--- config.mk ---
export PLATFORM = sky130hd
export DESIGN_NAME = arb_mux
export DESIGN_NICKNAME = d
export VERILOG_FILES = /design/src/rtl/arb_mux.sv
export SDC_FILE = /design/constraint.sdc
export NUM_CORES = 1
export LEC_CHECK = 0
export CORE_MARGIN = 2
export CORE_UTILIZATION = 39
export CTS_CLUSTER_DIAMETER = 40
export DETAILED_ROUTE_END_ITERATION = 8
export PLACE_DENSITY_LB_ADDON = 0.2
export SLEW_MARGIN = 20
export SYNTH_ARGS = -nofsm -noshare
export SYNTH_HDL_FRONTEND = slang
export SYNTH_SLANG_ARGS = --single-unit
--- constraint.sdc ---
create_clock -name clk -period 3.3 [get_ports clk]
set_input_delay 0.66 -clock clk [delete_from_list [all_inputs] [get_ports clk]]
set_output_delay 0.66 -clock clk [all_outputs]
set_load 0.03 [all_outputs]
--- src/rtl/arb_mux.sv ---
// N-channel round-robin arbitrated mux with a one-beat registered valid/ready output.
// Optional packet lock (in_last/out_last) is compiled in with `define ARBMUX_LAST_EN.
module arb_mux #(
    parameter int N  = 4,
    parameter int W  = 8,
    parameter int SW = $clog2(N)
) (
    input  logic           clk,
    input  logic           rst,
    input  logic [N-1:0]   in_valid,
    input  logic [N*W-1:0] in_data,
    output logic [N-1:0]   in_ready,
    output logic           out_valid,
    output logic [W-1:0]   out_data,
    output logic [SW-1:0]  out_sel,
`ifdef ARBMUX_LAST_EN
    input  logic [N-1:0]   in_last,
    output logic           out_last,
`endif
    input  logic           out_ready
);

    logic [SW-1:0] ptr;
    logic          load;
    logic          found;
    logic [SW-1:0] gnt_idx;
    logic [N-1:0]  grant;
    logic [W-1:0]  gnt_data;

    logic          vld_p1;
    logic [W-1:0]  data_p1;
    logic [SW-1:0] sel_p1;

`ifdef ARBMUX_LAST_EN
    logic          locked;
    logic          gnt_last;
    logic          last_p1;
`endif

    // Channel after g, wrapping N-1 back to 0 for non-power-of-two N.
    function automatic logic [SW-1:0] ptr_after(input logic [SW-1:0] g);
        if (g == SW'(N - 1)) begin
            return '0;
        end
        return g + 1'b1;
    endfunction

    // Stage p0: arbitration and input select
    always_comb begin
        int c;
        found   = 1'b0;
        gnt_idx = '0;
        c       = 0;
        for (int i = 0; i < N; i++) begin
            c = int'(ptr) + i;
            if (c >= N) begin
                c = c - N;
            end
            if (!found && in_valid[SW'(c)]) begin
                found   = 1'b1;
                gnt_idx = SW'(c);
            end
        end
`ifdef ARBMUX_LAST_EN
        // A packet in flight pins the grant to its channel, idle or not.
        if (locked) begin
            found   = in_valid[sel_p1];
            gnt_idx = sel_p1;
        end
`endif
    end

    always_comb begin
        grant    = '0;
        gnt_data = '0;
        for (int k = 0; k < N; k++) begin
            if (found && (gnt_idx == SW'(k))) begin
                grant[k] = 1'b1;
                gnt_data = in_data[k*W +: W];
            end
        end
    end

`ifdef ARBMUX_LAST_EN
    assign gnt_last = in_last[gnt_idx];
`endif

    assign load     = !vld_p1 || out_ready;
    assign in_ready = (load && !rst) ? grant : '0;

    // Stage p1: output register
    always_ff @(posedge clk) begin
        if (rst) begin
            vld_p1  <= 1'b0;
            data_p1 <= '0;
            sel_p1  <= '0;
            ptr     <= '0;
`ifdef ARBMUX_LAST_EN
            last_p1 <= 1'b0;
            locked  <= 1'b0;
`endif
        end else if (load) begin
            vld_p1 <= found;
            if (found) begin
                data_p1 <= gnt_data;
                sel_p1  <= gnt_idx;
`ifdef ARBMUX_LAST_EN
                last_p1 <= gnt_last;
                locked  <= !gnt_last;
                if (gnt_last) begin
                    ptr <= ptr_after(gnt_idx);
                end
`else
                ptr <= ptr_after(gnt_idx);
`endif
            end
        end
    end

    assign out_valid = vld_p1;
    assign out_data  = data_p1;
    assign out_sel   = sel_p1;
`ifdef ARBMUX_LAST_EN
    assign out_last  = last_p1;
`endif

endmodule

==> run summary <==
minimum period implied by the final worst setup slack -> 3.19 ns
grt ovf -> 0
crit-path max cell delay -> 0.44 ns
buffer cell driving the clock tree root -> clkbuf_4
non-filler cells, final -> 229
antenna violation net count after detailed routing -> 0
via count of the first global-routing pass -> 1108
leakage power figure -> 0.647 nW
Placed Instance Area -> 1580 um2
worst-case hold slack -> 0.503 ns
CTS tree -> built
Worst Hold Class -> reg -> reg
instance count of the mapped netlist -> 142
wire length after detailed routing -> 3020 um
setup slack of the worst register-to-register path -> 0.91 ns
antenna violations before repair -> 0
Critical R2R Capture -> out_data[7]$_SDFFE_PP0P_
worst-path cell chain -> clkdlybuf4s50_1 > buf_4 > a21o_1 > a21oi_1 > o21bai_2 > inv_1 > ha_1 > and2_1 > dlygate4sd2_1
CP max-delay cell -> clkdlybuf4s50_1
remaining design rule violation count -> 0
Diodes inserted -> 0
global router's overall resource usage -> 22.0%
category of the worst setup path launch point -> primary input
cell class contributing the biggest share of worst-path delay -> buffers and inverters
worst path arrival time -> 2.53 ns
Setup Crit Path Kind -> in -> out
Initial Utilization -> 40.8%
post-synthesis instance area -> 1000 um2
synthesized netlist net count -> 185
most common flop cell mapped by yosys -> dfxtp_1
Max Slew Vio Count -> 0
Die W -> 54.7 um
Die Y -> 54.7 um
type of destination of the critical path -> primary output
FMAX -> 313 MHz
worst skew pair latency -> 0.28 ns
Hold EP -> out_sel[1]$_SDFFE_PP0P_
P_int -> 0.384 mW
number of violations reported at the end of detailed-routing iteration 0 -> 19
core area -> 2450 um2
Async SR Flop Fraction -> 0%
utilization after layout -> 65.9%
maximum vdd ir drop -> 0.000375 V
Overall Power -> 0.632 mW
total via count in the routed design -> 1191
count of hold buffers inserted by post-cts repair -> 0
switching power summed over all nets -> 0.248 mW
final critical-path setup slack -> 0.109 ns
global-route wire length before repair -> 4750 um
critical path startpoint -> in_valid[1]
register area share after synthesis -> 26.0%
CTS Buffer Depth -> 2
share of power burned in the clock network -> 15.7%
Via-to-Cell Ratio -> 5.20
commonest cells after routing, fill and taps aside -> 49 x clkdlybuf4s50_1, 35 x nand2_1, 16 x o21ai_0
maximum number of pins on one net before global-route repair -> 25
number of buffers added by the clock tree synthesis step -> 3
detailed-route wire length per cell -> 13.2 um
count of TritonRoute iterations in the first routing pass -> 4
Worst Clk Skew -> 0.00711 ns
most common cell after layout, fill and taps aside -> clkdlybuf4s50_1
share of the clock period used by the worst path after layout -> 96.7%
placed cell count -> 225
Final Wtd Congestion -> 0.778
required time worst endpoint -> 2.64 ns
number of warnings printed during yosys synthesis -> 0
switching portion of total power -> 39.2%
final setup violation count -> 0
status -> completed
number of unique standard cell types used by synthesis -> 25
pwr dens -> 391 nW/um2
max-cap check violation count -> 0
cell count of the worst hold path -> 2
Worst Path Max Fanout -> 5
share of final-layout standard cells stronger than drive strength 1 -> 13.6%
syn_area_per_cell -> 7.06 um2
site row count -> 18
Total Negative Setup Slacks -> 0 ns
fraction of power consumed by combinational cells -> 53.5%
share of power burned in registers -> 30.8%
cells on worst reg2reg path -> 9
Die Outline Area -> 2990 um2
number of buffer cells added on primary ports -> 53
number of endpoints with negative hold slack in the final report -> 0
half-perimeter wire length after detailed placement -> 2370 um
H-tree levels -> 1
number of synthesized flops with an enable pin -> 0
launching point of the worst reg2reg path -> ptr[0]$_SDFFE_PP0P_
Reg clk slew, reported paths -> 0.08 ns
boundary pin count -> 54
post-placement setup slack -> -0.142 ns
Synth Register Bits -> 13
relative slew slack -> 64.3%
number of buffer and inverter stages on the critical path -> 4
origin of the worst min-delay path -> out_sel[1]$_SDFFE_PP0P_
final layout net count -> 243
final std cell area, no fill -> 1620 um2
actual slew at the worst max-slew pin -> 0.534 ns
CTS sink count -> 13
unrepaired setup endpoints after global routing -> no
Syn-to-layout area delta -> 61.3%
## state kept, by name, summed over array words and instances, names as in the netlist
signal     count
out_data       8
ptr            2
out_sel        2
out_valid      1
## layer usage
layer / part of all wire (%) / GRT usage (%)
met5: 0 / 0
met4: 1.8 / 5.42
met3: 7.2 / 5.46
met2: 52 / 41.1
met1: 39 / 24.5
## area by class of cell
| type | instances | area, um2 |
|---|---|---|
| fill | 219 | 838 |
| multi-input combinational | 115 | 683 |
| timing repair buffer | 62 | 591 |
| sequential | 13 | 260 |
| tap | 30 | 37.5 |
| clock buffer | 4 | 26.3 |
| inverter | 5 | 18.8 |
## power by group through the flow
stage	Combinational (mW)	Clock, mW	Sequential [mW]
detailed placement	0.337	0	0.197
global placement	0.328	0	0.196
global route	0.372	0.108	0.197
floorplan	0.160	0	0.232
finish	0.338	0.0990	0.195
CTS	0.340	0.0998	0.194
## Yosys cell counts (2+ instances only)
cell type | number | area [um2]
nand2b_1 | 10 | 62.6
nand2_1 | 35 | 131
clkbuf_1 | 5 | 18.8
buf_6 | 2 | 22.5
inv_1 | 5 | 18.8
a211oi_2 | 8 | 100
ha_1 | 4 | 50.1
a21o_1 | 2 | 15.0
a21oi_1 | 5 | 25.0
dfxtp_1 | 13 | 260
nor2_1 | 12 | 45.0
a211oi_1 | 2 | 15.0
o21ai_0 | 16 | 80.1
a31oi_1 | 8 | 50.1
and2_1 | 4 | 25.0
buf_1 | 2 | 7.51
## what timing repair did
action | CTS | global route
buffers inserted | 0 | 0
gates resized for setup | 4 | 0
setup endpoints to repair | 2 | 0
## worst min-delay path, cell delays in order (launching register included)
cell,delay [ns]
dfxtp_1,0.32
nand3b_1,0.08
o31ai_1,0.06
## logic make-up (layout without fill, tap and decap cells)
group | count (synthesis) | after routing | synth area share [%]
and+or+nand+nor | 67 | 67 | 31.7
AOI/OAI and AO/OA | 44 | 44 | 30.6
buffers and inverters | 14 | 71 | 6.74
DFF | 13 | 13 | 26.0
adders and majority gates | 4 | 4 | 4.99
## how the worst max path moves through the flow
stage                  endpoint  depth (start not counted)  slack [ns]
finish              in_ready[2]                          9        0.11
floorplan           in_ready[1]                          7        0.30
global placement    in_ready[0]                          8       -0.09
detailed placement  in_ready[0]                          8       -0.14
global route        in_ready[2]                          8       0.007
CTS                 in_ready[0]                          7        0.11
Note: power is estimated with default switching activity, not from simulation.
